**config.mk**
```make
export PLATFORM = sky130hd
export DESIGN_NAME = amo_unit
export DESIGN_NICKNAME = d
export VERILOG_FILES = /design/src/rtl/rv6_amo_pkg.sv /design/src/rtl/amo_alu.sv /design/src/rtl/amo_unit.sv
export SDC_FILE = /design/constraint.sdc
export NUM_CORES = 1
export LEC_CHECK = 0
export BUFFER_PORTS_ARGS = -buffer_cell sky130_fd_sc_hd__buf_2
export CAP_MARGIN = 5
export CORE_MARGIN = 10
export CORE_UTILIZATION = 45
export DETAILED_ROUTE_END_ITERATION = 8
export MAX_ROUTING_LAYER = met4
export PLACE_DENSITY_LB_ADDON = 0.15
export SYNTH_ARGS = -nofsm -noshare
export SYNTH_HDL_FRONTEND = slang
export SYNTH_HIERARCHICAL = 1
export SYNTH_SLANG_ARGS = --single-unit
```
**constraint.sdc**
```tcl
create_clock -name clk -period 12.15 [get_ports clk]
set_clock_uncertainty 0.1 [all_clocks]
set_input_delay 1.215 -clock clk [delete_from_list [all_inputs] [get_ports clk]]
set_output_delay 1.215 -clock clk [all_outputs]
set_load 0.01 [all_outputs]
```
**src/rtl/rv6_amo_pkg.sv**
```systemverilog
// Shared definitions for the AMO/LR/SC unit: data width, funct5 encodings,
// FSM states, the latched request record and a funct5 legality helper.
package rv6_amo_pkg;

  localparam int XLEN = 64;

  localparam logic [4:0] F5_ADD  = 5'b00000;
  localparam logic [4:0] F5_SWAP = 5'b00001;
  localparam logic [4:0] F5_LR   = 5'b00010;
  localparam logic [4:0] F5_SC   = 5'b00011;
  localparam logic [4:0] F5_XOR  = 5'b00100;
  localparam logic [4:0] F5_OR   = 5'b01000;
  localparam logic [4:0] F5_AND  = 5'b01100;
  localparam logic [4:0] F5_MIN  = 5'b10000;
  localparam logic [4:0] F5_MAX  = 5'b10100;
  localparam logic [4:0] F5_MINU = 5'b11000;
  localparam logic [4:0] F5_MAXU = 5'b11100;

  typedef enum logic [2:0] {
    S_IDLE  = 3'd0,
    S_READ  = 3'd1,
    S_WRITE = 3'd2,
    S_DONE  = 3'd3,
    S_HOLD  = 3'd4
  } state_e;

  typedef struct packed {
    logic [4:0]      op;
    logic            w;
    logic [XLEN-1:0] addr;
    logic [XLEN-1:0] rs2;
  } amo_req_t;

  function automatic logic funct5_ok(input logic [4:0] f);
    case (f)
      F5_ADD, F5_SWAP, F5_LR, F5_SC, F5_XOR, F5_OR, F5_AND,
      F5_MIN, F5_MAX, F5_MINU, F5_MAXU: return 1'b1;
      default: return 1'b0;
    endcase
  endfunction

endpackage

```
**src/rtl/amo_alu.sv**
```systemverilog
// Combinational AMO write-data generator (old memory value op rs2).
// Word mode works on bits [31:0] and zero-fills the upper half.
module amo_alu
  import rv6_amo_pkg::*;
(
  input  logic [4:0]      op,
  input  logic            w,
  input  logic [XLEN-1:0] old,
  input  logic [XLEN-1:0] rs2,
  output logic [XLEN-1:0] new_val
);

  logic            lt_s;
  logic            lt_u;
  logic [XLEN-1:0] res;

  always_comb begin
    if (w) begin
      lt_s = $signed(old[31:0]) < $signed(rs2[31:0]);
      lt_u = old[31:0] < rs2[31:0];
    end else begin
      lt_s = $signed(old) < $signed(rs2);
      lt_u = old < rs2;
    end

    res = old;
    case (op)
      F5_ADD:  res = old + rs2;
      F5_SWAP: res = rs2;
      F5_XOR:  res = old ^ rs2;
      F5_OR:   res = old | rs2;
      F5_AND:  res = old & rs2;
      F5_MIN:  res = lt_s ? old : rs2;
      F5_MAX:  res = lt_s ? rs2 : old;
      F5_MINU: res = lt_u ? old : rs2;
      F5_MAXU: res = lt_u ? rs2 : old;
      default: res = old;
    endcase

    // Low half of a 64-bit result equals the 32-bit result for every op here.
    new_val = w ? {32'b0, res[31:0]} : res;
  end

endmodule

```
**src/rtl/amo_unit.sv**
```systemverilog
// AMO/LR/SC sequencer: read-modify-write over a strobe/ack bus plus LR/SC reservation.
// Zero-wait latency AMO +3, LR/SC-ok +2, fail/fault +1; strobes held until mem_ack.
module amo_unit
  import rv6_amo_pkg::*;
(
  input  logic            clk,
  input  logic            rst,
  input  logic            amo_req,
  output logic            amo_ack,
  input  logic [4:0]      amo_funct5,
  input  logic            amo_w,
  input  logic [XLEN-1:0] amo_addr,
  input  logic [XLEN-1:0] amo_rs2,
  output logic [XLEN-1:0] amo_rd,
  output logic            amo_misaligned,
  output logic            mem_rd,
  output logic            mem_wr,
  output logic [XLEN-1:0] mem_addr,
  output logic            mem_w,
  output logic [XLEN-1:0] mem_wdata,
  input  logic [XLEN-1:0] mem_rdata,
  input  logic            mem_ack,
  input  logic            snoop_wr,
  input  logic [XLEN-1:0] snoop_addr
);

  localparam logic [XLEN-1:0] DW_MASK = ~{{(XLEN-3){1'b0}}, 3'b111};

  state_e          state_q, state_d;
  amo_req_t        req_q;
  logic [XLEN-1:0] wdata_q, rd_q, alu_new;
  logic            mis_q;
  logic            res_vld_q;
  logic [XLEN-1:0] res_addr_q;   // doubleword-aligned reservation address

  logic misaligned, supported, snoop_hit, sc_match, lr_set, lr_snoop;

  assign misaligned = amo_w ? (amo_addr[1:0] != 2'b00) : (amo_addr[2:0] != 3'b000);
  assign supported  = funct5_ok(amo_funct5);
  assign snoop_hit  = snoop_wr && res_vld_q && ((snoop_addr & DW_MASK) == res_addr_q);
  // A snoop landing in the same cycle as the SC sample already kills the reservation.
  assign sc_match   = res_vld_q && ((amo_addr & DW_MASK) == res_addr_q) && !snoop_hit;
  assign lr_set     = (state_q == S_READ) && mem_ack && (req_q.op == F5_LR);
  assign lr_snoop   = snoop_wr && ((snoop_addr & DW_MASK) == (req_q.addr & DW_MASK));

  amo_alu u_alu (
    .op      (req_q.op),
    .w       (req_q.w),
    .old     (mem_rdata),
    .rs2     (req_q.rs2),
    .new_val (alu_new)
  );

  always_ff @(posedge clk or posedge rst) begin
    if (rst) state_q <= S_IDLE;
    else     state_q <= state_d;
  end

  always_comb begin
    state_d = state_q;
    amo_ack = 1'b0;
    mem_rd  = 1'b0;
    mem_wr  = 1'b0;
    case (state_q)
      S_IDLE: begin
        if (amo_req) begin
          if (misaligned || !supported) state_d = S_DONE;
          else if (amo_funct5 == F5_SC) state_d = sc_match ? S_WRITE : S_DONE;
          else                          state_d = S_READ;
        end
      end
      S_READ: begin
        mem_rd = 1'b1;
        if (mem_ack) state_d = (req_q.op == F5_LR) ? S_DONE : S_WRITE;
      end
      S_WRITE: begin
        mem_wr = 1'b1;
        if (mem_ack) state_d = S_DONE;
      end
      S_DONE: begin
        amo_ack = 1'b1;
        state_d = S_HOLD;
      end
      S_HOLD: begin
        if (!amo_req) state_d = S_IDLE;
      end
      default: state_d = S_IDLE;
    endcase
  end

  always_ff @(posedge clk or posedge rst) begin
    if (rst) begin
      req_q      <= '0;
      wdata_q    <= '0;
      rd_q       <= '0;
      mis_q      <= 1'b0;
      res_vld_q  <= 1'b0;
      res_addr_q <= '0;
    end else begin
      if (state_q == S_IDLE && amo_req) begin
        req_q   <= '{op: amo_funct5, w: amo_w, addr: amo_addr, rs2: amo_rs2};
        wdata_q <= amo_rs2;
        mis_q   <= misaligned && supported;
        rd_q    <= (amo_funct5 == F5_SC && !misaligned && !sc_match) ? 64'd1 : 64'd0;
      end
      if (state_q == S_READ && mem_ack) begin
        rd_q    <= req_q.w ? {{32{mem_rdata[31]}}, mem_rdata[31:0]} : mem_rdata;
        wdata_q <= alu_new;
      end

      if (lr_set) begin
        res_vld_q  <= !lr_snoop;
        res_addr_q <= req_q.addr & DW_MASK;
      end else if (snoop_hit || (state_q == S_DONE && req_q.op == F5_SC)) begin
        res_vld_q  <= 1'b0;
      end
    end
  end

  assign amo_rd         = rd_q;
  assign amo_misaligned = (state_q == S_DONE) && mis_q;
  assign mem_addr       = req_q.addr;
  assign mem_w          = req_q.w;
  assign mem_wdata      = wdata_q;

endmodule

```
# Word-level counts from Yosys, hierarchy flattened
# Memory sizes are Yosys's and may differ from the RTL's.
# Cells that the tools add are included.
classes:
  n_lt_le_gt_ge: 4
  add_sub_neg: 1
  mux: 29
  bitwise_logic: 3
  eq_ne: 22
  reduce_logical: 27
ops:
  columns: ["operator", "count"]
  rows:
  - ["2-to-1 mux 64 bit", 10]
  - ["one-hot mux 64 bit (9 select lines)", 1]
  - ["equality test 61 bit", 3]
  - ["less-than comparator 64 bit", 2]
  - ["adder 64 bit", 1]
  - ["bitwise AND 64 bit", 1]
  - ["less-than comparator 32 bit", 2]
  - ["OR 64 bit", 1]
  - ["bitwise XOR 64 bit", 1]
  - ["equality test 5 bit (second input constant)", 4]
  - ["equality test 5 x 2 -> 1 bit (second input constant)", 3]
  - ["one-hot mux 3 bit (5 select lines)", 1]
  - ["logical AND 1 bit", 13]
  - ["2-to-1 mux 3 bit", 4]
  - ["2-to-1 mux 1 bit", 11]
  - ["equality test 5 x 4 -> 1 bit (second input constant)", 2]
  - ["inequality test 2 bit (second input constant)", 4]
  - ["equality test 3 x 2 -> 1 bit (second input constant)", 2]
  - ["nonzero test 2 bit", 3]
  - ["equality test 5 x 1 -> 1 bit (second input constant)", 1]
  - ["equality test 5 x 3 -> 1 bit (second input constant)", 1]
  - ["zero test 1 bit", 5]
  - ["zero test 5 bit", 1]
  - ["2-to-1 mux 2 bit", 2]
  - ["other kinds (6)", 7]
totals:
  romBits: 32
  wordCells: 97
  out_inout_bits: 197
  memories: 1
  ff_bits: 328
  input_bits: 267
memory_table:
  columns: ["memory", "words", "word_bits", "read_ports", "rd_ports_with_merged_regs", "write_ports", "line", "rtl"]
  rows:
  - ["(name not given)", 32, 1, 1, 0, 0, "rv6_amo_pkg.sv:35", "case (f)"]

# Longest topological paths before layout
depth:
  ltp_word: 9
  ltp_mapped: 20

# By module
# The synthesis kept the hierarchy.
by_module_without_submodules:
  columns: ["module", "area_per_inst_um2", "seq_area_each_um2", "instances", "cells_each"]
  rows:
  - ["amo_unit", 15257.1, 8207.9, 1, 1605]
  - ["amo_alu", 9703.1, 0.0, 1, 1501]

# Least setup slack after synthesis
# OpenSTA, ideal clock, no wires.
synth_path:
  path_type: "in2reg"
  startpoint: "input port mem_rdata[53]"
  endpoint: "register wdata_q[37] (netlist: mem_wdata[37])"
  required_time_ns: 11.909
  cell_stages: 17
  slack_ns: 7.330
  t_arrival_ns: 4.579
  cell_sequence: "inv_1 > ha_1 > buf_2 > nor4_2 > nand4_1 > or4b_4 > or4_4 > a41oi_2 > xnor2_1 > and2_1 > buf_2 > or2_1 > buf_6 > a221oi_2 > a21oi_1 > nor2_1 > a31oi_1"
synth_between:
  elab_chain_cells: 6
  word_cells_on_any_way: 11
  classes_between: "order compare (2); mux (9)"
synth_lines:
  columns: ["element", "line", "rtl"]
  rows:
  - ["start, declared", "amo_unit.sv:21", "input logic [XLEN-1:0] mem_rdata,"]
  - ["less-than comparator 64 bit (on tied branches)", "amo_alu.sv:23, amo_alu.sv:22", null]
  - ["2-to-1 mux 1 bit", "amo_alu.sv:18", "if (w) begin"]
  - ["2-to-1 mux 64 bit (on tied branches)", null, null]
  - ["one-hot mux 64 bit (9 select lines) (*)", "amo_alu.sv:27", "case (op)"]
  - ["2-to-1 mux 64 bit (*)", "amo_alu.sv:41", "new_val = w ? {32'b0, res[31:0]} : res;"]
  - ["named net alu_new[37]", "amo_unit.sv:31", "logic [XLEN-1:0] wdata_q, rd_q, alu_new;"]
  - ["2-to-1 mux 64 bit (*)", "amo_unit.sv:106", "if (state_q == S_READ && mem_ack) begin"]
  - ["end signal, assigned", "amo_unit.sv:102", "wdata_q <= amo_rs2;"]
  - ["end signal, assigned", "amo_unit.sv:108", "wdata_q <= alu_new;"]
  - ["end, declared", "amo_unit.sv:31", null]
# Mark *: on every way through the listed nets, which the timed path passes. The rest lies on a longest branch.
# A chain may end at the register's enable or synchronous reset.

# Final worst setup path
layout_path:
  startpoint: "input port mem_rdata[45]"
  endpoint: "register wdata_q[53] (netlist: mem_wdata[53])"
# Same word-level chain as after synthesis.

==> run metrics <==
outcome complete, no violations; post-layout worst setup margin 5940 ps; Syn Area/Cell 8.04 µm²; Synth Instances roughly 3100; reg-to-reg endpoint mem_wdata[53]; layout cells sized above 1 18.4%; Pwr Density 283 nW/µm²; initial core utilization between 40% and 50%; PostCTS Resize Cnt 0; Synth cell types 83; EDFF count, synth 0; register area share after synthesis 32.9%; RSZ-0062 raised after global routing no; fmax 0.161 GHz; period utilisation layout 51.1%; First-pass DRT Iterations 7; Clock Latency Late Sink slightly below 600 ps; Hold WC Path Type register to register; syn_nets 3566; Crit-path slowest cell a2111oi_0; ys async rst share 100%; slew margin rel. 18.6%; Cell Chain, Critical Path buf_2 -> inv_1 -> ha_1 -> inv_1 -> a21oi_1 -> o31ai_1 -> a2111oi_0 -> o21ai_0 -> a221oi_1 -> a41oi_2 -> xnor2_1 -> and2_2 -> buf_4 -> a22oi_1 -> a221oi_1 -> nor2_1 -> a31oi_1; Reg-to-Reg Start req_q[40]; most numerous cell in the Yosys netlist nand2_1; CP Launch Type input port; nets@finish 3853; Critical Path End Type register; Post-DRT Antenna Nets 0; post-route cell area ~29000 µm²; global routing usage on met2 between 50% and 60%; post-synth top area cell dfrtp_1; CP peak stage delay 1010 ps; initial antenna violation count 16; vias per cell 5.73; clk slew on worst S/H paths 60 ps; GR Layer Usage met3 6.57%; Clk network pwr share 15.8%; Final Slew Violations 0; final-report hold violation count 0; IR drop worst, VDD about 140 µV; number of port buffers 460; Top-Level Pins 464; ranking of synthesized cells by area dfrtp_1, ha_1, nand2_1; routability-driven placement congestion ratio around 1.0; dpl cell area about 27000 µm²; NetSw 4.04 mW; pre-CTS setup slack 5600 ps; hold buffers post-CTS 0; Crit Path Category input port to register; Setup crit end mem_wdata[53]; ys flop type dfrtp_1; Crit. Startpoint mem_rdata[45]; area share of the largest cell type after synthesis 32.9%; gr usage total between 30% and 40%; clock sinks 328; setup TNS 0 ps; DRC marker count from the first detailed-route iteration 1893; CP required 12520 ps; DRC viols 0; Worst-Margin Slew 1190 ps; placed wire-length estimate 77500 µm; Yosys reg bits 328; Pwr Total between 8 and 9 mW; CTS tree yes; P&R area growth vs syn 15.1%; largest net degree at the start of global routing 86; gr ovfl total 0; number of global-route vias before repair 24257; Warnings, synthesis 6; Num CTS Buffers 39; post-layout min period 6210 ps; routed wire length per instance approximately 24 µm; Setup violations, final 0; die area 65300 µm²; Crit Path Max Fanout 23; sequential power share 26.1%; H-tree Lvls 2; core area 55000 µm²; sw frac between 40% and 50%; Most Crowded Layer GR met2; fin cells between 4000 and 5000; die width 256 µm; met1 Use GR 36.0%; Vias between 20000 and 25000; R2R setup slack 6300 ps; DRT Wirelength between 100000 and 150000 µm; global-route wire length before repair 152000 µm; clk buf depth 3; crit path DAT 6580 ps; Synth top cells by count nand2_1, dfrtp_1, nor2_1; Max-Cap Viols 0; placed insts 4100; Pint just over 4 mW; Clock Root Buffer clkbuf_16; Reg2Reg Depth 16; Pleak roughly 14 nW; postcts setup bufs 0; FP Rows 86; combinational power share 58.0%; die height 256 µm; Post-Syn Area 25000 µm²
-- registers in the layout (all words and copies together) (netlist names) --
| register | cells |
|---|---|
| req_q | 69 |
| amo_rd | 64 |
| mem_addr | 64 |
| mem_wdata | 64 |
| res_addr_q | 61 |
| state_q | 3 |
| mem_w | 1 |
| mis_q | 1 |
| res_vld_q | 1 |
-- per-layer routing --
layer / share of wire [%] / up-vias
met5: 0 / -
met4: 3.6 / 0
met3: 7.4 / 156
met2: 49 / 893
met1: 40 / 11679
li1: - / 11262
-- logic make-up (layout without fill, tap and decap cells) --
| logic type | Yosys count | after routing | share of synthesized area, % |
|---|---|---|---|
| compound gates | 818 | 818 | 21.2 |
| xor+xnor | 186 | 186 | 6.53 |
| fa+ha+maj | 193 | 193 | 9.70 |
| buf+inv | 470 | 786 | 8.28 |
| flops | 328 | 328 | 32.9 |
| mux | 79 | 79 | 3.43 |
| other cells | 0 | 19 | 0 |
| simple gates | 1032 | 1032 | 18.0 |
-- critical path: cells and delay by family --
| family | cells | cell delay (ps) |
|---|---|---|
| AND/OR/NAND/NOR | 2 | 560 |
| adder cells (fa/ha/maj) | 1 | 480 |
| AO/OA/AOI/OAI | 9 | 2910 |
| XOR/XNOR | 1 | 520 |
| buffers and inverters | 4 | 860 |
-- through the flow --
step | utilization, % | hold WS [ps]
final | 52.3 | 378
after global routing | 52.3 | 401
after CTS | 52.2 | 381
after detailed placement | 49.6 | 367
after global placement | 49.6 | 357
after floorplan | - | 342
-- worst min-delay path by stage --
stage               slack (ps)          to  cells after the start        from
floorplan                  340       mis_q                      2       mis_q
global placement           360  amo_rd[38]                      2  amo_rd[38]
detailed placement         370  amo_rd[42]                      2  amo_rd[42]
CTS                        380  amo_rd[35]                      2  amo_rd[35]
global route               400  amo_rd[49]                      2  amo_rd[49]
finish                     380  amo_rd[37]                      2  amo_rd[37]
-- power by group through the flow --
stage	Clock, mW	Sequential [mW]	Combinational [mW]
2_1_floorplan	0	2.06	3.16
4_1_cts	1.31	2.12	4.69
5_1_grt	1.36	2.19	5.16
3_3_place_gp	0	2.10	4.61
6_report	1.29	2.12	4.72
3_5_place_dp	0	2.12	4.66
-- area by class of cell --
| cell class | count | area [µm²] |
|---|---|---|
| well taps | 748 | 936 |
| clock buffers | 56 | 1150 |
| flip-flops and latches | 328 | 8210 |
| fillers | 5407 | 26200 |
| clock inverters | 14 | 246 |
| diodes | 19 | 47.5 |
| repair buffers | 491 | 2530 |
| inverters | 225 | 852 |
| multi-input cells | 2308 | 14800 |
-- cells in the final DEF (no fill, tap or decap), types with 10 or more instances in the layout --
cell,netlist,layout
a221o_1,21,21
clkbuf_16,0,39
a22oi_1,15,15
nand2b_1,26,26
nand2_1,574,573
nor2_1,227,223
ha_1,192,192
nand3_1,13,12
a21oi_1,215,215
mux2_2,46,46
dfrtp_1,328,327
clkbuf_8,0,11
a21o_1,26,26
xor2_1,89,89
nor4_1,37,37
and3_1,10,10
a22o_1,37,37
a221oi_1,29,29
o22ai_1,25,25
a21boi_0,13,13
o21bai_1,14,14
o21a_1,10,10
nor3_1,21,20
and2_1,12,10
nand4_1,36,36
buf_2,16,460
diode_2,0,19
a31oi_1,88,88
nor2b_1,47,47
a211oi_1,16,16
inv_1,225,224
o21ai_0,186,186
o21ai_1,12,12
mux2i_1,27,27
xnor2_1,97,97
buf_4,69,31
o221ai_1,22,22
Power figures use the tool's default switching activity.
